===== src/rtl/friscv_sensor_copo_if.sv =====
// friscv_sensor_copo_if: HC-SR04 sensor/presence bus between the controller and the cup detector
// master drives echo, inicia_medida, habilita; slave drives trigger, fim_medida,
// copo_posicionado, erro_timeout, medida, db_estado
interface friscv_sensor_copo_if #(parameter int W = 12);
    logic         echo;
    logic         inicia_medida;
    logic         habilita;
    logic         trigger;
    logic         fim_medida;
    logic         copo_posicionado;
    logic         erro_timeout;
    logic [W-1:0] medida;
    logic [2:0]   db_estado;
    modport master (
        output echo, inicia_medida, habilita,
        input  trigger, fim_medida, copo_posicionado, erro_timeout, medida, db_estado
    );
    modport slave (
        input  echo, inicia_medida, habilita,
        output trigger, fim_medida, copo_posicionado, erro_timeout, medida, db_estado
    );
endinterface


===== src/rtl/friscv_sensor_copo.sv =====
// friscv_sensor_copo: HC-SR04 cup-presence detector with hysteresis, N-reading confirmation and echo timeout
// clock, reset (async, active-high); bus.slave: echo, inicia_medida, habilita in;
// trigger, fim_medida, copo_posicionado, erro_timeout, medida[W], db_estado[3] out
module friscv_sensor_copo #(
    parameter int CICLOS_CM      = 2941,
    parameter int W              = 12,
    parameter int TRIG_CICLOS    = 500,
    parameter int TIMEOUT_CICLOS = 1_500_000,
    parameter int PERIODO_CICLOS = 5_000_000,
    parameter int LIMIAR_ON      = 5,
    parameter int LIMIAR_OFF     = 7,
    parameter int DIST_MIN       = 1,
    parameter int N_CONF         = 3
) (
    input logic clock,
    input logic reset,
    friscv_sensor_copo_if.slave bus
);
    typedef enum logic [2:0] {
        OCIOSO      = 3'd0,
        DISPARO     = 3'd1,
        ESPERA_ECHO = 3'd2,
        MEDINDO     = 3'd3,
        ATUALIZA    = 3'd4,
        INTERVALO   = 3'd5
    } estado_t;
    localparam logic [W-1:0] L_ON  = W'(LIMIAR_ON);
    localparam logic [W-1:0] L_OFF = W'(LIMIAR_OFF);
    localparam logic [W-1:0] L_MIN = W'(DIST_MIN);
    estado_t      r_estado, w_prox;
    logic         r_echo_meta, r_echo_s;
    logic [31:0]  r_cnt_trig, r_cnt_per, r_cnt_to, r_cnt_ciclo;
    logic [W-1:0] r_cm, r_medida;
    logic [7:0]   r_conf;
    logic         r_trigger, r_fim, r_copo, r_erro;
    logic         w_to, w_conta, w_near, w_far, w_disc, w_opoe, w_toggle, w_per_fim;
    assign bus.trigger          = r_trigger;
    assign bus.fim_medida       = r_fim;
    assign bus.copo_posicionado = r_copo;
    assign bus.erro_timeout     = r_erro;
    assign bus.medida           = r_medida;
    assign bus.db_estado        = r_estado;
    always_comb begin
        w_prox    = r_estado;
        w_per_fim = r_cnt_per >= 32'(PERIODO_CICLOS - 1);
        w_to      = (r_estado == ESPERA_ECHO || r_estado == MEDINDO) && r_cnt_to >= 32'(TIMEOUT_CICLOS - 1);
        case (r_estado)
            OCIOSO:      w_prox = (bus.habilita || bus.inicia_medida) ? DISPARO : OCIOSO;
            DISPARO:     w_prox = (r_cnt_trig == 32'(TRIG_CICLOS - 1)) ? ESPERA_ECHO : DISPARO;
            ESPERA_ECHO: w_prox = w_to ? ATUALIZA : r_echo_s ? MEDINDO : ESPERA_ECHO;
            MEDINDO:     w_prox = (w_to || !r_echo_s) ? ATUALIZA : MEDINDO;
            // a late measurement re-triggers straight out of ATUALIZA
            ATUALIZA, INTERVALO: w_prox = !bus.habilita ? OCIOSO : w_per_fim ? DISPARO : INTERVALO;
            default:     w_prox = OCIOSO;
        endcase
        // the ESPERA_ECHO cycle that sees echo_s rise is counted, so d covers the whole pulse
        w_conta  = w_prox == MEDINDO && r_echo_s;
        w_near   = !w_to && r_cm >= L_MIN && r_cm <= L_ON;
        w_far    = w_to || r_cm > L_OFF;
        w_disc   = !w_to && r_cm < L_MIN;
        w_opoe   = r_copo ? w_far : w_near;
        w_toggle = w_opoe && r_conf + 8'd1 == 8'(N_CONF);
    end
    always_ff @(posedge clock or posedge reset) begin
        if (reset) begin
            r_estado    <= OCIOSO;
            r_echo_meta <= 1'b0;
            r_echo_s    <= 1'b0;
            r_cnt_trig  <= '0;
            r_cnt_per   <= '0;
            r_cnt_to    <= '0;
            r_cnt_ciclo <= '0;
            r_cm        <= '0;
            r_medida    <= '0;
            r_conf      <= '0;
            r_trigger   <= 1'b0;
            r_fim       <= 1'b0;
            r_copo      <= 1'b0;
            r_erro      <= 1'b0;
        end else begin
            r_estado    <= w_prox;
            r_echo_meta <= bus.echo;
            r_echo_s    <= r_echo_meta;
            r_trigger   <= w_prox == DISPARO;
            r_fim       <= w_prox == ATUALIZA;
            r_cnt_trig  <= r_estado == DISPARO ? r_cnt_trig + 32'd1 : '0;
            r_cnt_per   <= (w_prox == DISPARO && r_estado != DISPARO) ? '0
                         : r_cnt_per + 32'(r_cnt_per != 32'(PERIODO_CICLOS));
            r_cnt_to    <= (r_estado == ESPERA_ECHO || r_estado == MEDINDO) ? r_cnt_to + 32'd1 : '0;
            if (r_estado == DISPARO) begin
                r_cnt_ciclo <= '0;
                r_cm        <= '0;
            end else if (w_conta) begin
                r_cnt_ciclo <= r_cnt_ciclo == 32'(CICLOS_CM - 1) ? '0 : r_cnt_ciclo + 32'd1;
                if (r_cnt_ciclo == 32'(CICLOS_CM - 1) && r_cm != '1) r_cm <= r_cm + 1'b1;
            end
            if (w_prox == ATUALIZA) begin
                r_erro <= w_to;
                if (!w_to && r_cm >= L_MIN) r_medida <= r_cm;
                if (!w_disc) begin
                    r_conf <= (w_opoe && !w_toggle) ? r_conf + 8'd1 : '0;
                    if (w_toggle) r_copo <= !r_copo;
                end
            end
        end
    end
endmodule


===== src/flat_wrapper.sv =====
// flat-port wrapper written by rule: the top's interface ports become plain ports
module friscv_sensor_copo_flat 
#(
    parameter int CICLOS_CM      = 2941,
    parameter int W              = 12,
    parameter int TRIG_CICLOS    = 500,
    parameter int TIMEOUT_CICLOS = 1_500_000,
    parameter int PERIODO_CICLOS = 5_000_000,
    parameter int LIMIAR_ON      = 5,
    parameter int LIMIAR_OFF     = 7,
    parameter int DIST_MIN       = 1,
    parameter int N_CONF         = 3
)
  (clock, reset, bus_echo, bus_inicia_medida, bus_habilita, bus_trigger, bus_fim_medida, bus_copo_posicionado, bus_erro_timeout, bus_medida, bus_db_estado);
  friscv_sensor_copo_if #(.W(W)) bus_i ();
  input logic clock;
  input logic reset;
  input wire logic [$bits(bus_i.echo)-1:0] bus_echo;
  input wire logic [$bits(bus_i.inicia_medida)-1:0] bus_inicia_medida;
  input wire logic [$bits(bus_i.habilita)-1:0] bus_habilita;
  output wire logic [$bits(bus_i.trigger)-1:0] bus_trigger;
  output wire logic [$bits(bus_i.fim_medida)-1:0] bus_fim_medida;
  output wire logic [$bits(bus_i.copo_posicionado)-1:0] bus_copo_posicionado;
  output wire logic [$bits(bus_i.erro_timeout)-1:0] bus_erro_timeout;
  output wire logic [$bits(bus_i.medida)-1:0] bus_medida;
  output wire logic [$bits(bus_i.db_estado)-1:0] bus_db_estado;
  assign bus_i.echo = bus_echo;
  assign bus_i.inicia_medida = bus_inicia_medida;
  assign bus_i.habilita = bus_habilita;
  assign bus_trigger = bus_i.trigger;
  assign bus_fim_medida = bus_i.fim_medida;
  assign bus_copo_posicionado = bus_i.copo_posicionado;
  assign bus_erro_timeout = bus_i.erro_timeout;
  assign bus_medida = bus_i.medida;
  assign bus_db_estado = bus_i.db_estado;
  friscv_sensor_copo #(.CICLOS_CM(CICLOS_CM), .W(W), .TRIG_CICLOS(TRIG_CICLOS), .TIMEOUT_CICLOS(TIMEOUT_CICLOS), .PERIODO_CICLOS(PERIODO_CICLOS), .LIMIAR_ON(LIMIAR_ON), .LIMIAR_OFF(LIMIAR_OFF), .DIST_MIN(DIST_MIN), .N_CONF(N_CONF)) u_core (.clock(clock), .reset(reset), .bus(bus_i));
endmodule

===== config.mk =====
export PLATFORM = sky130hd
export DESIGN_NAME = friscv_sensor_copo_flat
export DESIGN_NICKNAME = d
export VERILOG_FILES = /design/src/rtl/friscv_sensor_copo_if.sv /design/src/rtl/friscv_sensor_copo.sv /design/src/flat_wrapper.sv
export SDC_FILE = /design/constraint.sdc
export NUM_CORES = 1
export LEC_CHECK = 0
export ABC_AREA = 1
export BUFFER_PORTS_ARGS = -buffer_cell sky130_fd_sc_hd__buf_2
export CAP_MARGIN = 0
export CORE_UTILIZATION = 31
export CTS_BUF_LIST = sky130_fd_sc_hd__clkbuf_4 sky130_fd_sc_hd__clkbuf_8
export CTS_CLUSTER_SIZE = 8
export DETAILED_ROUTE_END_ITERATION = 10
export HOLD_SLACK_MARGIN = 0.12
export PLACE_DENSITY = 0.42
export SLEW_MARGIN = 20
export SYNTH_ARGS = -nofsm -noshare
export SYNTH_HDL_FRONTEND = slang
export SYNTH_SLANG_ARGS = --single-unit

===== constraint.sdc =====
create_clock -name clock -period 11.1 [get_ports clock]
set_input_delay 1.11 -clock clock [delete_from_list [all_inputs] [get_ports clock]]
set_output_delay 1.11 -clock clock [all_outputs]
set_load 0.03 [all_outputs]

==> results of run 1 <==
==> final cells by class <==
class                      count  area (sq um)
inverter                     168           639
sequential                   169          4230
fill                        3386         20700
tap                          402           503
clock buffer                  25           307
timing repair buffer          28           153
multi-input combinational   1001          5050
clock inverter                 7           140
==> cell usage after synthesis, types with 2 or more instances <==
cell                       number  share of area [%]
sky130_fd_sc_hd__nand2_2       11               0.68
sky130_fd_sc_hd__o21ai_1       24                1.2
sky130_fd_sc_hd__xnor2_1        8               0.70
sky130_fd_sc_hd__nand2_4        2               0.22
sky130_fd_sc_hd__clkbuf_1      10               0.37
sky130_fd_sc_hd__a21oi_2        2               0.17
sky130_fd_sc_hd__buf_6          5               0.56
sky130_fd_sc_hd__inv_2          9               0.34
sky130_fd_sc_hd__nor2_1       216                8.1
sky130_fd_sc_hd__nor3_1        84                4.2
sky130_fd_sc_hd__xor2_1        61                5.3
sky130_fd_sc_hd__nand3_1       78                3.9
sky130_fd_sc_hd__o21a_1         4               0.30
sky130_fd_sc_hd__buf_1          2              0.075
sky130_fd_sc_hd__and3_1         7               0.44
sky130_fd_sc_hd__nor2_2         6               0.37
sky130_fd_sc_hd__buf_4          3               0.22
sky130_fd_sc_hd__nor4_1        33                2.1
sky130_fd_sc_hd__nor3_2         4               0.40
sky130_fd_sc_hd__ha_1          11                1.4
sky130_fd_sc_hd__clkinv_1       3               0.11
sky130_fd_sc_hd__nor3b_1        2               0.15
sky130_fd_sc_hd__a21oi_1       42                2.1
sky130_fd_sc_hd__inv_1        155                5.8
sky130_fd_sc_hd__o21ai_0       34                1.7
sky130_fd_sc_hd__nand4_1       35                2.2
sky130_fd_sc_hd__nand2_1      296                 11
sky130_fd_sc_hd__buf_2          7               0.35
sky130_fd_sc_hd__o21ai_2       18                1.6
sky130_fd_sc_hd__a211oi_1       3               0.22
sky130_fd_sc_hd__nand3b_1       5               0.37
sky130_fd_sc_hd__dfrtp_1      169                 42
sky130_fd_sc_hd__nand3_2        2               0.20
==> metrics by stage <==
| stage | cells | setup slack (ns) | util [%] |
|---|---|---|---|
| finish | 1800 | 8.00 | 34.7 |
| global route | 1800 | 7.51 | 34.7 |
| CTS | 1800 | 7.92 | 34.7 |
| detailed placement | 1768 | 7.94 | 33.3 |
| global placement | 1768 | 7.99 | 33.3 |
| floorplan | 1365 | 5.41 | - |
==> flip-flops by register name, summed over array words and instances, names as in the netlist <==
signal                       count
u_core.r_cnt_trig               32
u_core.bus.trigger               1
u_core.bus.medida               12
u_core.r_cm                     12
u_core.bus.fim_medida            1
u_core.r_echo_meta               1
u_core.r_cnt_per                32
u_core.r_cnt_to                 32
u_core.r_cnt_ciclo              32
u_core.bus.erro_timeout          1
u_core.r_echo_s                  1
u_core.r_conf                    8
u_core.bus.copo_posicionado      1
u_core.bus.db_estado             3
==> power by group <==
part / switching (mW) / internal [mW]
sequential: 0.0262 / 0.642
combinational: 0.0562 / 0.0278
clock: 0.231 / 0.272
total: 0.313 / 0.942
==> metal layers <==
layer  vias to the layer above  GRT usage, %  share of wire, %
met5                         -             0                 0
met4                         0          3.80              0.95
met3                         9          2.93               2.6
met2                        86          26.3                46
met1                      4023          23.2                51
li1                       4466             -                 -
==> worst max-delay path by stage <==
stage	start	slack [ns]	endpoint
3_3_place_gp	bus_habilita	7.99	u_core.r_cnt_ciclo[2]
3_5_place_dp	u_core.bus.db_estado[2]	7.94	u_core.r_cnt_ciclo[2]
6_report	u_core.bus.db_estado[2]	8.00	u_core.r_cnt_ciclo[6]
2_1_floorplan	reset	5.41	u_core.bus.copo_posicionado
5_1_grt	u_core.bus.db_estado[1]	7.51	u_core.r_cnt_ciclo[6]
4_1_cts	u_core.bus.db_estado[2]	7.92	u_core.r_cnt_ciclo[6]
==> worst max-delay path, delay by kind of cell (launching register included) <==
kind / cells / cell delay [ns]
AO/OA/AOI/OAI: 1 / 0.08
buffers and inverters: 4 / 1.22
AND/OR/NAND/NOR: 8 / 1.19
flip-flops: 1 / 0.43
==> logic make-up after synthesis <==
group	share of synthesized area [%]
AND/OR/NAND/NOR	35.1
flip-flops	42.1
buffers and inverters	7.86
XOR/XNOR	6.01
adder cells (fa/ha/maj)	1.37
AO/OA/AOI/OAI	7.65
==> cells in the final DEF (no fill, tap or decap), drive strengths merged, types with 7 or more instances in the layout <==
cell type / instances
nor4: 33
nand3: 81
o21ai: 76
nor3: 88
xnor2: 8
xor2: 61
nand4: 35
inv: 164
nor2: 224
clkbuf: 25
dfrtp: 169
ha: 11
and3: 7
nand2: 309
a21oi: 44
buf: 28
==> impl.org, run 1 <==
** Run status
- Status :: complete, no violations

** Routing
- Via count :: between 8000 and 9000
- Post-detailed-route DRC marker count :: 0
- The pre-antenna-repair detailed-routing pass consisted of 5 iterations.
- DR WL/cell :: ~14 um
- The count of nets left with antenna violations once routing finished came out at 0.
- Final WL :: between 20 and 30 mm
- DRT iter0 DRCs :: approximately 540
- Using the TritonRoute via totals, the vias-per-cell ratio works out to roughly 4.8.

** Place
- In this run the cell area measured after placement is 0.0106 sq mm.
- Port Buf Inserts :: 23
- Routability congestion estimate from global placement :: 0.842
- After legalization and detailed placement, the total HPWL measured between 15 and 20 mm.

** Floorplan
- Floorplan row count :: 65
- The floorplan step defined a die boundary enclosing between 0.03 and 0.04 sq mm.
- Once the floorplan was initialized, standard cells occupied about a third of the core.
- In this run the vertical extent of the chip is roughly 180 um.
- Die outline width :: between 150 and 200 um
- After floorplanning, the core was sized to cover around 0.032 sq mm.
- Number of ports placed on the die boundary :: 24

** Clock network
- Clock Latency Late Sink :: 0.47 ns
- Clock Path Buffers :: 2
- The clock drives about 170 sinks.
- The H-tree was split into 4 levels.
- Clock tree root buffer cell :: sky130_fd_sc_hd__clkbuf_8
- CTS resizes :: 0
- Clock Pin Slew Worst Setup and Hold Paths :: ~0.09 ns
- TritonCTS clock tree :: built
- CTS Hold Bufs :: 0
- Inserted Clock Buffers :: 17
- Post-CTS timing repair inserted 0 buffers for setup.

** Critical path
- The signal on the critical path passes through nor2_4 > inv_2 > nor2_1 > nand4_1 > nand2_1 > clkinv_2 > nand2_2 > nand2_1 > nand2_2 > buf_4 > inv_1 > nand2_1 > o21ai_0.
- Critical R2R Capture :: u_core.r_cnt_ciclo[6]
- In this run the register-to-register setup slack is roughly 8 ns.
- Data required time of the worst path :: about 11 ns
- Biggest fanout along the worst timing path :: 66
- Peak per-stage delay on the critical path :: between 0.5 and 0.6 ns
- Startpoint type of the worst setup path :: flop
- Slowest stage cell on the critical path :: sky130_fd_sc_hd__buf_4
- Kind of end point of the critical path :: flop
- The cell that appears most often on the critical path is sky130_fd_sc_hd__nand2_1.
- Arrival time worst endpoint :: between 3 and 4 ns
- The critical path is of the reg2reg type.
- R2r worst-path depth :: 13
- Reg2Reg Launch Point :: u_core.bus.db_estado[2]

** STA
- The worst path in the final design needs a cycle of approximately 3.1 ns, including I/O delays and setup.
- Period Utilization, post-route :: 28.0%
- For the final routed database, the setup TNS stands at 0 ns.
- The final hold violation count was 0.
- Highest Clock Rate :: between 0.3 and 0.4 GHz
- RSZ-0062 raised after global routing :: no
- The count of final max-slew check failures is 0.
- Setup violations remaining at the end of the flow were counted as 0.
- Tightest slew margin relative to the limit :: about two fifths
- Worst hold slack :: roughly 0.36 ns
- The clock arrives with between 0.015 and 0.02 ns of skew.
- Measured slew at the worst slew-check pin :: 0.925 ns

** Synth
- After synthesis, flip-flops and latches occupy a little over two fifths of the total area.
- Counting flops with a built-in enable in the synthesized netlist gives 0.
- Summing every instance area after synthesis gives between 0.01 and 0.015 sq mm.
- Unique masters post-synth :: 47
- Post-Syn Instances :: 1365
- In this run, synthesis produced a sequential element count of ~170.
- Post-Syn Area per Cell :: between 7 and 8 sq um
- The number of nets in the synthesized netlist is about 1400.
- Post-synth ARST share :: 100%
- During synthesis, Yosys emitted a total of 0 warnings.
- For this run, the leading register cell type out of synthesis is sky130_fd_sc_hd__dfrtp_1.

** Pwr
- PD cells :: 114 mW/mm^2
- IR Drop Worst-Case VDD :: a little over 0.07 mV
- Leak pwr :: approximately 4.6 nW
- After layout, the design draws a total of 1.26 mW.

** GRT
- Antenna violations before repair :: 0
- Grt total ovfl :: 0
- Entering global routing, the biggest net connects 100 pins.
- The first global-routing pass estimated approximately 44 mm of wire.
- Total routing usage reported by global routing :: between 10% and 20%
- Number of global-route vias before repair :: about 8400

** Job
- Across the run, the number of max-cap violations was 0.

** Layout
- Of the cells placed in the final design, the portion with a size suffix greater than 1 is under 10%.
- Area growth from synthesis to final layout :: 9.59%
- Layout net count :: about 1400
- The number of antenna diodes in the final layout is 0.
- Summing all non-filler instances in the final layout gives an area of 0.0110 sq mm.

** Worst hold path
- The worst hold path belongs to the class reg2reg.
- Endpoint with the worst hold slack :: u_core.r_echo_s
- In this run the most critical hold path is launched from u_core.r_echo_meta.
- Number of cells traversed by the worst hold path :: 0
(Power assumes the default switching activity.)
==> run 2: changes to the inputs <==
==> constraint.sdc (replaced) <==
create_clock -name clock -period 3 [get_ports clock]
set_input_delay 0.3 -clock clock [delete_from_list [all_inputs] [get_ports clock]]
set_output_delay 0.3 -clock clock [all_outputs]
set_load 0.03 [all_outputs]
==> impl.org, run 2 (same netlist as run 1, synthesis figures left out) <==
** Pwr
- In this run, flip-flops and latches consume 52.8% of the power.
- The share of total power dissipated in combinational logic is under 10%.
- Net switching fraction of the power :: 25.6%
- Clock group share of total power :: 40.2%
- IR Drop Worst-Case VDD :: between 0.2 and 0.3 mV
- Cell internal pwr :: about 3.5 mW
- PD cells :: slightly above 400 mW/mm^2
- Leak pwr :: around 4.7 nW
- Summed over all nets, the switching power comes to 1.20 mW.
- Power Total :: 4.68 mW

** Critical path
- R2R setup slack :: 0.24 ns
- Arrival time worst endpoint :: ~3.2 ns
- The critical path in this run is classified as reg2reg.
- Slowest stage cell on the critical path :: sky130_fd_sc_hd__dfrtp_1
- Critical Path, Cell by Cell :: inv_1 > and3_1 > and3_1 > nand4_1 > ha_2 > ha_1 > nand2_1 > inv_1 > nand2_2 > nor2_2 > nand2_1 > nor2_2 > nand3_2 > nor2_2 > nand4_1 > nor2_1 > xor2_1 > inv_1 > nor2_1
- Critical R2R Capture :: u_core.r_cnt_per[30]
- Startpoint type of the worst setup path :: flop
- Data required time of the worst path :: between 3 and 4 ns
- On the worst path, the slowest cell contributes a delay of 0.41 ns.
- The worst setup path is captured at a flop.
- Biggest fanout along the worst timing path :: 4
- For the worst flop-to-flop path, the logic depth is 19.
- Reg2Reg Launch Point :: u_core.r_cnt_per[17]

** Place
- Routability congestion estimate from global placement :: approximately 0.82
- In this run, placement finished with an instance count of around 1800.
- Input and output buffers added on the ports amount to 23.
- Summed over all nets, the half-perimeter wirelength after detailed placement is about 19 mm.

** Layout
- Most common cell after layout, fill and taps aside :: sky130_fd_sc_hd__nand2_1
- The area growth from synthesis to layout is 12.0%.
- Post-layout util :: a little over a third
- In the final layout, flip-flops and latches occupy 0.00423 sq mm.
- Most used cells in the layout excluding fill and tap cells :: sky130_fd_sc_hd__nand2_1 (295), sky130_fd_sc_hd__nor2_1 (211), sky130_fd_sc_hd__dfrtp_1 (169)
- Antenna Diode Count :: 0
- Layout net count :: roughly 1400
- Count of filler cells inserted in the layout :: around 3400
- After the flow finishes, the layout carries non-filler instances totaling about 1800.
- In the final layout, the multi-input gates occupy 0.00509 sq mm.
- The post-route netlist has slightly above 10% of its cells at a drive strength greater than 1.

** Clock network
- Sinks on the clock net :: about 170
- TritonCTS built the clock tree.
- Clock-pin slew was measured on the worst setup and hold paths at 0.09 ns.
- Clock Path Buffers :: 2
- Clock tree root buffer cell :: sky130_fd_sc_hd__clkbuf_8
- The number of clock buffers added by TritonCTS is 17.
- The clock tree synthesis step divided the H-tree into 4 levels.
- Clock Latency Late Sink :: around 0.48 ns

** Worst hold path
- Number of cells traversed by the worst hold path :: 5
- The worst hold path terminates at u_core.bus.trigger.
- The path class of the tightest hold or removal check is in2reg.
- In this run the most critical hold path is launched from bus_habilita.

** Floorplan
- Die outline width :: between 150 and 200 um
- Floorplan die height :: 182 um
- The region available for standard cell placement spans approximately 0.032 sq mm.
- Floorplan die area :: 0.0332 sq mm
- The initial utilization of the core area, before any placement, comes to a little under a third.
- After floorplanning, the core was divided into between 60 and 70 placement rows.
- 24 I/O pins were placed.

** GRT
- The first global-routing pass estimated approximately 44 mm of wire.
- Entering global routing, the biggest net connects 64 pins.
- The number of global-route vias before repair is about 8500.
- Global routing consumed, over all layers together, 16.5% of the routing resources.
- The number of antenna violations at the first check in global routing is 0.
- Grt total ovfl :: 0

** STA
- Measured slew at the worst slew-check pin :: slightly above 0.7 ns
- Minimum clock period :: 2.76 ns
- Hold timing on the final database bottoms out at a slack of 0.326 ns.
- Summed negative setup slack over all endpoints :: 0 ns
- The final critical path takes up 92.1% of the cycle.
- The final hold violation count came to 0.
- RSZ-0062 raised after global routing :: yes
- Setup violations remaining at the end of the flow were counted as 0.
- Static timing analysis puts the maximum clock frequency at about 0.36 GHz.
- Worst clock skew on the final layout :: between 0.01 and 0.015 ns
- Tightest slew margin relative to the limit :: 52.7%
- The count of final max-slew check failures was 0.

** Routing
- Via count normalized by instance count :: approximately 4.8
- In the detailed route, the total length drawn on met2 is approximately 12 mm.
- The count of nets left with antenna violations once routing finished came out at 0.
- For this block, wires on met1 add up to 13.1 mm.
- After detailed routing, the average wire length per cell comes to 14.2 um.
- The first detailed-routing pass ran for 5 iterations.
- Routed signal wires occupy layers up through met4.
- Post-detailed-route DRC marker count :: 0
- Final WL :: 25.8 mm
- DRT iter0 DRCs :: 475
- Met3 Wirelength :: roughly 620 um
- Via count :: just under 9000

** Job
- The tool flagged a number of max-cap violations equal to 0.

** Run status
- The run finished with clean final reports.
==> run 2: routing by layer <==
layer | vias to the layer above | track usage [%]
met5 | - | 0
met1 | 4048 | 22.7
met2 | 74 | 26.9
li1 | 4514 | -
met4 | 0 | 4.10
met3 | 13 | 2.91
==> run 2: power groups by stage <==
| stage | Clock, mW | Combinational (mW) | Sequential (mW) |
|---|---|---|---|
| final | 1.88 | 0.327 | 2.47 |
| after CTS | 1.97 | 0.332 | 2.47 |
| after detailed placement | 0 | 0.330 | 2.51 |
| after global placement | 0 | 0.332 | 2.52 |
| after floorplan | 0 | 0.253 | 2.49 |
| after global routing | 2.05 | 0.397 | 2.49 |
==> run 2: cell type report <==
| type | count | share of cell area (%) |
|---|---|---|
| inverter | 168 | 5.64 |
| clock buffer | 22 | 2.58 |
| multi-input combinational | 1001 | 45.2 |
| tap | 402 | 4.47 |
| sequential | 169 | 37.5 |
| timing repair buffer | 46 | 3.15 |
| clock inverter | 10 | 1.47 |
==> run 2: how the worst max path moves through the flow <==
stage                               startpoint  slack, ns                          end
after global routing      u_core.r_cnt_per[17]      -0.09         u_core.r_cnt_per[30]
final                     u_core.r_cnt_per[17]       0.24         u_core.r_cnt_per[30]
after floorplan                          reset       0.55  u_core.bus.copo_posicionado
after CTS                 u_core.r_cnt_per[17]       0.10         u_core.r_cnt_per[30]
after global placement    u_core.r_cnt_per[17]       0.17         u_core.r_cnt_per[30]
after detailed placement  u_core.r_cnt_per[17]       0.13         u_core.r_cnt_per[30]
==> run 2: timing repair <==
action                                  in CTS  in global routing
endpoints found under the hold margin       25                  0
gates resized for setup                      0                 10
setup buffers                                0                  4
hold buffers                                 2                  0
endpoints found under the setup margin       0                 11
==> run 2: stage by stage <==
stage	cell area (sq um)	worst slack, ns
finish	11300	0.238
global route	11300	-0.0877
CTS	11200	0.105
detailed placement	10700	0.125
global placement	10700	0.168
floorplan	10100	0.545
==> run 2: critical path, delay by kind of cell (launching register included) <==
kind / cells / cell delay, ns
xor+xnor: 1 / 0.15
fa+ha+maj: 2 / 0.34
buf+inv: 3 / 0.21
flops: 1 / 0.41
simple gates: 13 / 1.60
